$ cat config.mk
export PLATFORM = sky130hd
export DESIGN_NAME = uart_rx_fifo
export DESIGN_NICKNAME = d
export VERILOG_FILES = /design/src/rtl/uart_rx_fifo.sv
export SDC_FILE = /design/constraint.sdc
export NUM_CORES = 1
export LEC_CHECK = 0
export ABC_CLOCK_PERIOD_IN_PS = 4000
export BUFFER_PORTS_ARGS = -buffer_cell sky130_fd_sc_hd__buf_2
export CAP_MARGIN = 5
export CORE_MARGIN = 4
export CORE_UTILIZATION = 55
export CTS_CLUSTER_DIAMETER = 200
export CTS_CLUSTER_SIZE = 20
export DETAILED_ROUTE_END_ITERATION = 8
export PLACE_DENSITY = 0.82
export SYNTH_ARGS = -nofsm -noshare
export SYNTH_HDL_FRONTEND = slang
export SYNTH_SLANG_ARGS = --single-unit
$ cat constraint.sdc
create_clock -name clk -period 4 [get_ports clk]
set_input_delay 0.8 -clock clk [delete_from_list [all_inputs] [get_ports clk]]
set_output_delay 0.8 -clock clk [all_outputs]
set_load 0.01 [all_outputs]
$ cat src/rtl/uart_rx_fifo.sv
// UART receiver: 16x oversampled, majority-voted frame recovery feeding a
// show-ahead FIFO drained over a valid/ready stream.
module uart_rx_fifo #(
  parameter int DATA_WIDTH = 8,
  parameter int baud_rate  = 9600,
  parameter int clk_freq   = 50000000,
  parameter int FIFO_DEPTH = 8,
  parameter bit PARITY_EN  = 1'b0,
  parameter bit PARITY_ODD = 1'b0
) (
  input  logic                             clk,
  input  logic                             rst,
  input  logic                             data_rx,
  output logic [DATA_WIDTH-1:0]            m_data,
  output logic                             m_valid,
  input  logic                             m_ready,
  output logic [$clog2(FIFO_DEPTH+1)-1:0]  fifo_count,
  output logic                             busy,
  output logic                             frame_err,
  output logic                             parity_err,
  output logic                             overrun,
  input  logic                             err_clr
);
  localparam int DIV = clk_freq / (baud_rate * 16);
  localparam int DCW = (DIV > 1) ? $clog2(DIV) : 1;
  localparam int IW  = (DATA_WIDTH > 1) ? $clog2(DATA_WIDTH) : 1;
  localparam int PW  = $clog2(FIFO_DEPTH);
  localparam int CW  = $clog2(FIFO_DEPTH + 1);

  typedef enum logic [2:0] {IDLE, START, DATA, PARITY, STOP} state_t;

  function automatic logic maj3(input logic a, input logic b, input logic c);
    return (a & b) | (a & c) | (b & c);
  endfunction

  // data_rx is asynchronous; sync chain idles high like the line
  logic [1:0] sync;
  logic       line;
  always_ff @(posedge clk or posedge rst)
    if (rst) sync <= 2'b11;
    else     sync <= {sync[0], data_rx};
  assign line = sync[1];

  logic [DCW-1:0] div_cnt;
  logic           tick;
  assign tick = (div_cnt == DCW'(DIV - 1));
  always_ff @(posedge clk or posedge rst)
    if (rst)       div_cnt <= '0;
    else if (tick) div_cnt <= '0;
    else           div_cnt <= div_cnt + DCW'(1);

  state_t                state;
  logic [3:0]            s;
  logic [IW-1:0]         idx;
  logic [DATA_WIDTH-1:0] shreg;
  logic [2:0]            votes;
  logic                  par_bad;
  logic                  maj_full, stop_bit, resolve, push;

  assign maj_full = maj3(votes[0], votes[1], votes[2]);
  // stop is resolved at s=9, so the third vote is the live line
  assign stop_bit = maj3(votes[0], votes[1], line);
  assign resolve  = tick && (state == STOP) && (s == 4'd9);
  assign push     = resolve && stop_bit && !par_bad;
  assign busy     = (state != IDLE);

  always_ff @(posedge clk or posedge rst) begin
    if (rst) begin
      state   <= IDLE;
      s       <= '0;
      idx     <= '0;
      shreg   <= '0;
      votes   <= '0;
      par_bad <= 1'b0;
    end else if (tick) begin
      if (state == IDLE) begin
        if (!line) begin
          state   <= START;
          s       <= '0;
          par_bad <= 1'b0;
        end
      end else begin
        s <= s + 4'd1;
        if (s == 4'd7) votes[0] <= line;
        if (s == 4'd8) votes[1] <= line;
        if (s == 4'd9) votes[2] <= line;
        case (state)
          START: if (s == 4'd15) begin
            state <= maj_full ? IDLE : DATA;
            idx   <= '0;
          end
          DATA: if (s == 4'd15) begin
            shreg[idx] <= maj_full;
            if (idx == IW'(DATA_WIDTH - 1)) state <= PARITY_EN ? PARITY : STOP;
            else                            idx   <= idx + IW'(1);
          end
          PARITY: if (s == 4'd15) begin
            par_bad <= (maj_full != (^shreg ^ PARITY_ODD));
            state   <= STOP;
          end
          STOP: if (s == 4'd9) state <= IDLE;
          default: state <= IDLE;
        endcase
      end
    end
  end

  logic [DATA_WIDTH-1:0] mem [FIFO_DEPTH];
  logic [PW-1:0]         wr_ptr, rd_ptr;
  logic [CW-1:0]         count;
  logic                  full, pop, wr_en;

  assign full  = (count == CW'(FIFO_DEPTH));
  assign pop   = m_valid && m_ready;
  assign wr_en = push && (!full || pop);

  always_ff @(posedge clk)
    if (wr_en) mem[wr_ptr] <= shreg;

  always_ff @(posedge clk or posedge rst) begin
    if (rst) begin
      wr_ptr <= '0;
      rd_ptr <= '0;
      count  <= '0;
    end else begin
      if (wr_en) wr_ptr <= wr_ptr + PW'(1);
      if (pop)   rd_ptr <= rd_ptr + PW'(1);
      case ({wr_en, pop})
        2'b10:   count <= count + CW'(1);
        2'b01:   count <= count - CW'(1);
        default: count <= count;
      endcase
    end
  end

  assign m_valid    = (count != '0);
  assign m_data     = m_valid ? mem[rd_ptr] : '0;
  assign fifo_count = count;

  // a new error in the same cycle as err_clr keeps the flag set
  always_ff @(posedge clk or posedge rst) begin
    if (rst) begin
      frame_err  <= 1'b0;
      parity_err <= 1'b0;
      overrun    <= 1'b0;
    end else begin
      frame_err  <= (resolve && !stop_bit)           || (frame_err  && !err_clr);
      parity_err <= (resolve && stop_bit && par_bad) || (parity_err && !err_clr);
      overrun    <= (push && full && !pop)           || (overrun    && !err_clr);
    end
  end
endmodule
==> results of run 1 <==
[layout make-up]
class / instances / area [um2]
Multi-Input combinational cell: 205 / 1720
Clock inverter: 6 / 76.3
Timing Repair Buffer: 27 / 150
Tap cell: 108 / 135
Inverter: 18 / 67.6
Fill cell: 628 / 3330
Sequential cell: 110 / 3080
Clock buffer: 10 / 128
[power by group through the flow]
| stage | combinational [mW] | clock (mW) | sequential [mW] |
|---|---|---|---|
| after floorplan | 0.279 | 0 | 1.29 |
| after global placement | 0.271 | 0 | 1.36 |
| after detailed placement | 0.283 | 0 | 1.37 |
| after CTS | 0.285 | 0.704 | 1.34 |
| after global routing | 0.311 | 0.746 | 1.36 |
| final | 0.279 | 0.689 | 1.34 |
[synth_stat cells (2+ instances only)]
master    number
ha_1          10
or4_4          2
buf_2          4
xnor2_1       17
nand4b_1       2
inv_1         17
mux2_2        13
nor3_1         9
mux2_1         2
nand3_1       12
nand4_1        3
clkbuf_1       2
nor2b_1        2
mux2i_1       12
o31ai_1        2
and4bb_4       2
nor2_1        31
o21ai_0        8
dfrtp_1       44
nand2b_1       3
and2_2         2
mux4_2        16
nand2_1       20
nor4_1         2
a22o_1         3
a21oi_1        2
dfstp_2        2
maj3_1         2
buf_1          2
and3_1         6
o22ai_1        5
xor2_1         5
edfxtp_1      64
[registers in the layout (all words and copies together), names as in the netlist, 2 cells and up]
name        cells
mem            64
div_cnt         9
shreg           8
fifo_count      4
s               4
idx             3
rd_ptr          3
state           3
votes           3
wr_ptr          3
sync            2
[stage by stage]
step	hold slack, ps	util (%)	setup slack, ps
floorplan	345	-	1480
global placement	348	59.3	1340
finish	362	61.7	833
global route	372	61.7	694
CTS	364	61.7	784
detailed placement	348	59.3	1210
[path summary, 6_finish.rpt]
kind,slack (ps),from,cells past startpoint,to
max,830,rd_ptr[0],5,m_data[6]
min,360,sync[0],0,sync[1]
max reg2reg,1520,s[1],6,mem[7][6]
min reg2reg,360,sync[0],0,sync[1]
max in group asynchronous,2780,rst,2,shreg[4]
min in group asynchronous,620,rst,2,rd_ptr[0]
[worst max-delay path: stages, from the launching register on]
cell	delay, ps
dfrtp_1	720
buf_4	330
mux4_2	530
mux2i_1	190
nor2_1	50
buf_2	160
[logic make-up (layout without fill, tap and decap cells)]
logic type / Yosys count / count (layout) / synth area share, %
XOR/XNOR: 22 / 22 / 3.93
adder cells (fa/ha/maj): 12 / 12 / 2.96
AND/OR/NAND/NOR: 105 / 105 / 11.9
AO/OA/AOI/OAI: 23 / 23 / 3.04
multiplexers: 43 / 43 / 13.2
flip-flops: 110 / 110 / 62.7
buffers and inverters: 27 / 61 / 2.19
[layout by cell type (no fill, tap or decap), types with 13 or more instances in the layout]
| cell | Yosys | layout |
|---|---|---|
| buf_2 | 4 | 21 |
| dfrtp_1 | 44 | 44 |
| edfxtp_1 | 64 | 64 |
| inv_1 | 17 | 16 |
| mux2_2 | 13 | 13 |
| mux4_2 | 16 | 16 |
| nand2_1 | 20 | 20 |
| nor2_1 | 31 | 31 |
| xnor2_1 | 17 | 17 |
[metal layers]
layer / share of wire, % / vias to the layer above / global-route usage (%)
met2: 52 / 66 / 29.8
met3: 4.5 / 12 / 3.00
li1: - / 1318 / -
met1: 42 / 1404 / 23.0
met4: 1.5 / 0 / 5.65
met5: 0 / - / 0
==> impl_results.md, run 1 <==
* Congestion Overflow GR at 0
* # hold bufs at CTS at 0
* Die width at 102 um
* # Max-Cap Violations at 0
* Synth-to-Final Area Change at 9.16%
* Buffer depth of the longest clock path at 2
* Post-synth top area cell: edfxtp_1
* Largest net degree at the start of global routing at 47
* Final Skew at 20.7 ps
* RSZ-0062 raised after global routing: false
* DRT Pass-1 Iters at 4
* Number of synthesized flops with an enable pin at 64
* Post-Syn Area at 0.00490 mm2
* Die ar. at 0.0105 mm2
* Starting Density at 56.5%
* FFs w/ async S/R, synth at 41.8%
* Period utilization at 79.2%
* Syn Area/Cell at 14.3 um2
* Die Ht at 102 um
* DR iter-0 viols at 137
* Worst-Margin Slew at 929 ps
* First-pass GRT wire length at 14.1 mm
* Top_reg_cell synth: edfxtp_1
* Sw Share at 27.1%
* Seq pwr share at 58.1%
* CP Launch Type: register
* Outcome: complete, no violations
* WS Path Type: register to output pin
* IO buf count at 21
* Drc violations at 0
* Share of the synthesized area in the top cell type at 39.2%
* Min-delay worst type: register to register
* Post-synthesis cell type count at 47
* Fin. max-slew vios at 0
* Crit path required time at 3200 ps
* Row cnt at 34
* Relative slew slack at 38.0%
* Hold Vio Cnt, Final at 0
* Synth top area cells: edfxtp_1 (39%), dfrtp_1 (22%), mux4_2 (7.3%)
* TritonCTS clock tree: done
* GPL Wtd Cong at 0.817
* Net count, final at 386
* Clock buffer count from CTS at 9
* Register area share after synthesis at 62.7%
* Clock latency on the worst-skew pair at 370 ps
* Mean number of vias per cell at 5.79
* Post-CTS setup repair buffer count at 0
* Routed via count at 2800
* Final ANT Viol Nets at 0
* Int Pwr at 1.68 mW
* Gate Count Post-Synth at 342
* Root buffer cell: clkbuf_8
* Total track usage at 17.5%
* Max Freq at 316 MHz
* Flops & latches, synth at 110
* Pwr Total at 2.31 mW
* Vias in the first global route at 2779
* Net Sw Power at 0.625 mW
* Crit path time final at 3170 ps
* Comb pwr share at 12.1%
* Synthesis Warnings at 0
* VDD IR max at 197 uV
* Post-DP HPWL at 6.09 mm
* Post-cts resize count at 0
* N_diodes at 0
* Share of layout cells above drive strength 1 at 23.7%
* Syn Nets at 357
* Antenna violations before repair at 0
* Critical path arrival at 2370 ps
* CTS clock-pin slew for the worst setup and hold paths at 110 ps
* Clock Sinks at 110
* Crit end category: output pin
* Core Region at 0.00868 mm2
* Pwr Density at 431 mW/mm2
* Dpl cells at 468
* Critical Path Fanout Max at 10
* Static Leak at 2.29 nW
* Final std cells w/o fill at 484
* Wire length per cell at 17.5 um
* Post-route cell area at 0.00535 mm2
* Setup TNS at 0 ps
* I/O Pins at 22
* Final WL at 8.47 mm
* Placement-stage cell area at 0.00515 mm2
* H-tree level count at 3
* Endpoints failing setup at 0
* Clk pwr share at 29.9%
(Power assumes the default switching activity.)
==> run 2: changes to the inputs <==
ABC_CLOCK_PERIOD_IN_PS = 2600   (was 4000)
PLACE_DENSITY = 0.85   (was 0.82)
clock period = 2.6 ns   (was 4 ns; I/O delays follow)
==> impl_results.md, run 2 (synthesis gave the netlist of run 1 again) <==
* Outcome: complete, no violations
* Share of layout cells above drive strength 1 at 25.2%
* Final hold slack at 247 ps
* Buffer depth of the longest clock path at 2
* Clock Sinks at 110
* Dpl cells at 476
* Crit path time final at 2430 ps
* Relative slew slack at 63.5%
* TritonCTS clock tree: done
* Commonest non-fill, non-tap cells in the layout: edfxtp_1 (64), dfrtp_1 (44), nor2_1 (31)
* Congestion Overflow GR at 0
* Final std cells w/o fill at 493
* Hold Vio Cnt, Final at 0
* Static Leak at 2.33 nW
* Synth-to-Final Area Change at 10.4%
* Crit path required time at 2080 ps
* Most common cell after layout, fill and taps aside: edfxtp_1
* Die ar. at 0.0105 mm2
* CTS clock-pin slew for the worst setup and hold paths at 120 ps
* DR iter-0 viols at 175
* DRT Pass-1 Iters at 4
* Wire length per cell at 17.6 um
* Total track usage at 18.0%
* Mean number of vias per cell at 5.72
* Pwr Density at 653 mW/mm2
* Util after Layout at 62.4%
* Final ANT Viol Nets at 0
* Most flops, register: mem
* Endpoints failing setup at 0
* Layout filler cell count at 643
* WS Path Type: register to output pin
* CP Launch Type: register
* I/O Pins at 22
* FF/Latch Area at 0.00308 mm2
* Largest regs: mem (64), div_cnt (9), shreg (8)
* Min-delay worst type: primary input to register
* Fin. max-slew vios at 0
* Setup TNS at 0 ps
* Worst hold path depth at 1
* Largest net degree at the start of global routing at 22
* Reg-to-reg endpoint: fifo_count[2]
* R2R setup slack at 290 ps
* H-tree level count at 3
* Drc violations at 0
* Worst-Margin Slew at 547 ps
* Clock latency on the worst-skew pair at 370 ps
* Final WL at 8.66 mm
* GPL Wtd Cong at 0.866
* N_diodes at 0
* Die width at 102 um
* Core Region at 0.00868 mm2
* Net count, final at 395
* Critical Path Fanout Max at 18
* First-pass GRT wire length at 14.3 mm
* Area of the multi-input gates at 0.00172 mm2
* Post-DP HPWL at 6.14 mm
* Max FFs per register at 64
* Vias in the first global route at 2871
* Die Ht at 102 um
* Reg2Reg Depth at 11
* RSZ-0062 raised after global routing: false
* Row cnt at 34
* VDD IR max at 338 uV
* Final Skew at 20.7 ps
* Max Freq at 412 MHz
* Routed via count at 2822
* Antenna violations before repair at 0
* Root buffer cell: clkbuf_8
* IO buf count at 21
* Critical path arrival at 1910 ps
* Period utilization at 93.4%
* Worst r2r src: div_cnt[0]
* # Max-Cap Violations at 0
* Hold wc startpoint: data_rx
* Clock buffer count from CTS at 9
* Starting Density at 56.5%
* Crit end category: output pin
* WHS Endpoint: sync[0]
==> run 2: through the flow <==
step	worst slack, ps	total power, mW	instance area, um2
after detailed placement	398	2.57	5210
after global routing	56.8	3.69	5420
after floorplan	76.5	2.41	4900
after CTS	80.3	3.56	5410
after global placement	533	2.54	5210
final	173	3.54	5420
==> run 2: cell type report <==
class	instances	area share, %
clock buffer	11	2.82
clock inverter	5	0.739
inverter	18	1.25
multi-input combinational	205	31.8
sequential	110	56.8
tap	108	2.50
timing repair buffer	36	4.14
==> run 2: per-layer routing <==
layer | wire (um) | vias up | GRT usage, %
met2 | 4540 | 47 | 30.4
li1 | - | 1339 | -
met3 | 247 | 13 | 3.14
met1 | 3740 | 1423 | 23.6
met5 | 0 | - | 0
met4 | 128 | 0 | 6.46
==> run 2: worst max-delay path by stage <==
| stage | start | end | slack [ps] |
|---|---|---|---|
| finish | rd_ptr[0] | m_data[0] | 170 |
| global placement | s[0] | shreg[0] | 530 |
| CTS | rd_ptr[0] | m_data[0] | 80 |
| global route | rd_ptr[0] | m_data[0] | 60 |
| floorplan | div_cnt[0] | mem[0][0] | 80 |
| detailed placement | s[1] | fifo_count[2] | 400 |
==> run 2: power by group <==
part,switching [mW],leakage [nW],internal [mW]
Combinational,0.291,0.875,0.264
Clock,0.581,0.101,0.419
Sequential,0.101,1.35,1.88
==> run 2: worst max-delay path: stages, from the launching register on <==
cell and delay, ps:
dfrtp_1 370, buf_6 250, mux4_2 550, mux2i_1 170
nor2_1 60, buf_2 130
==> run 2: timing repair <==
action / in CTS / in global routing
buffers inserted: 0 / 0
endpoints found under the setup margin: 0 / 1
hold buffers: 1 / 0
resized for setup: 0 / 1
endpoints found under the hold margin: 4 / 0
==> run 3: changes to the inputs <==
PLACE_DENSITY = 0.75   (was 0.85)
==> impl_results.md, run 3 (synthesis gave the netlist of run 1 again) <==
* Row cnt at 34
* Final WL at 8.45 mm
* H-tree level count at 3
* Setup TNS at 0 ps
* Endpoints failing setup at 0
* Largest regs: mem (64), div_cnt (9), shreg (8)
* DRT Pass-1 Iters at 4
* Reg2Reg Depth at 7
* Hold Vio Cnt, Final at 0
* IO buf count at 21
* Post-DP HPWL at 6.06 mm
* Crit-path max cell delay at 570 ps
* Net count, final at 394
* Min-delay worst type: primary input to asynchronous set/reset pin
* Clock latency on the worst-skew pair at 380 ps
* R2R setup slack at 440 ps
* Most common cell after layout, fill and taps aside: edfxtp_1
* Drc violations at 0
* Crit-path cells: buf_6 > mux4_2 > mux2i_1 > nor2_1 > buf_2
* Relative slew slack at 61.1%
* Commonest non-fill, non-tap cells in the layout: edfxtp_1 (64), dfrtp_1 (44), nor2_1 (31)
* Congestion Overflow GR at 0
* Die ar. at 0.0105 mm2
* VDD IR max at 537 uV
* Max FFs per register at 64
* Final ANT Viol Nets at 0
* TritonCTS clock tree: done
* Worst-Margin Slew at 583 ps
* Antenna violations before repair at 0
* DR iter-0 viols at 137
* Post-CTS setup repair buffer count at 0
* Die Ht at 102 um
* I/O Pins at 22
* Routed via count at 2804
* Clock buffer count from CTS at 9
* Critical Path Fanout Max at 18
* Period utilization at 93.3%
* Sw Share at 27.4%
* Worst r2r src: div_cnt[0]
* Int Pwr at 2.62 mW
* Share of layout cells above drive strength 1 at 25.5%
* Pwr Total at 3.61 mW
* Root buffer cell: clkbuf_8
* Largest net degree at the start of global routing at 30
* Clock Sinks at 110
* Reg-to-reg endpoint: shreg[1]
* Net Sw Power at 0.989 mW
* N_diodes at 0
* Outcome: complete, no violations
* Crit path from: rd_ptr[0]
* Clk pwr share at 30.2%
* First-pass GRT wire length at 14.4 mm
* Slowest cell on the critical path: mux4_2
* GPL Wtd Cong at 0.882
* WS Path Type: register to output pin
* Wire length per cell at 17.2 um
* Final setup margin at 175 ps
* Crit path time final at 2430 ps
* Starting Density at 56.5%
* Max Freq at 412 MHz
* RSZ-0062 raised after global routing: false
* Pwr Density at 664 mW/mm2
* Synth-to-Final Area Change at 10.8%
* Buffer depth of the longest clock path at 2
* Die width at 102 um
* Seq pwr share at 54.8%
* Final Skew at 20.4 ps
* Static Leak at 2.34 nW
* # hold bufs at CTS at 0
* Post-place setup slack at 443 ps
* CTS clock-pin slew for the worst setup and hold paths at 120 ps
* Critical path arrival at 1910 ps
* Comb pwr share at 15.0%
* CP Launch Type: register
* Most flops, register: mem
* Crit end category: output pin
* Core Region at 0.00868 mm2
* Fin. max-slew vios at 0
* Total track usage at 18.1%
* Mean number of vias per cell at 5.70
* Vias in the first global route at 2792
* Crit path required time at 2080 ps
* # Max-Cap Violations at 0
-- run 3: cell types whose count changed in the layout (fill, tap and decap cells not counted) --
| cell | previous run | this run |
|---|---|---|
| bufinv_16 | 0 | 1 |
| clkbuf_1 | 1 | 0 |
| clkbuf_16 | 1 | 0 |
| clkinv_2 | 1 | 0 |
| clkinv_8 | 0 | 1 |
| dlygate4sd3_1 | 1 | 0 |
| inv_4 | 1 | 0 |
| inv_6 | 1 | 2 |
| inv_8 | 1 | 2 |
-- run 3: area by class of cell --
class | instances | area [um2]
clock buffer | 9 | 124
fill | 628 | 3250
inverter | 18 | 67.6
sequential | 110 | 3080
timing repair buffer | 35 | 214
multi-input combinational | 205 | 1720
clock inverter | 7 | 95.1
tap | 108 | 135
-- run 3: what timing repair did --
| item | in CTS | in global routing |
|---|---|---|
| endpoints found under the setup margin | 0 | 5 |
| hold endpoints to repair | 0 | 0 |
| gates resized for setup | 0 | 1 |
-- run 3: worst max-delay path, delay by kind of cell (launching register included) --
kind / cells / cell delay [ps]
mux: 2 / 730
simple gates: 1 / 50
flops: 1 / 360
buf+inv: 2 / 380
-- run 3: power groups by stage --
stage	clock network (mW)	logic (mW)	registers (mW)
after global routing	1.20	0.603	1.99
after CTS	1.12	0.553	1.98
after floorplan	0	0.429	1.98
after detailed placement	0	0.553	2.02
final	1.09	0.541	1.98
after global placement	0	0.536	2.01
-- run 3: per-stage QoR --
stage / utilization [%] / hold slack (ps) / std cells / cell area [um2]
3_5_place_dp: 60.0 / 348 / 476 / 5210
5_1_grt: 62.6 / 214 / 492 / 5430
2_1_floorplan: - / 345 / 342 / 4900
3_3_place_gp: 60.0 / 348 / 476 / 5210
6_report: 62.6 / 181 / 492 / 5430
4_1_cts: 62.5 / 186 / 492 / 5430
-- run 3: worst max path at each step --
stage / slack (ps) / endpoint / cells after the start
after floorplan: 80 / mem[0][0] / 6
after global placement: 500 / shreg[0] / 7
after detailed placement: 440 / fifo_count[2] / 11
after CTS: 40 / m_data[1] / 5
after global routing: 40 / m_data[7] / 5
final: 170 / m_data[1] / 5
-- run 3: layer usage --
layer  up-vias  global-route usage, %  share of wire, %
li1       1336                      -                 -
met1      1416                   24.4                44
met2        45                   29.9                52
met3         7                   3.89               3.4
met4         0                   5.15              0.99
met5         -                      0                 0
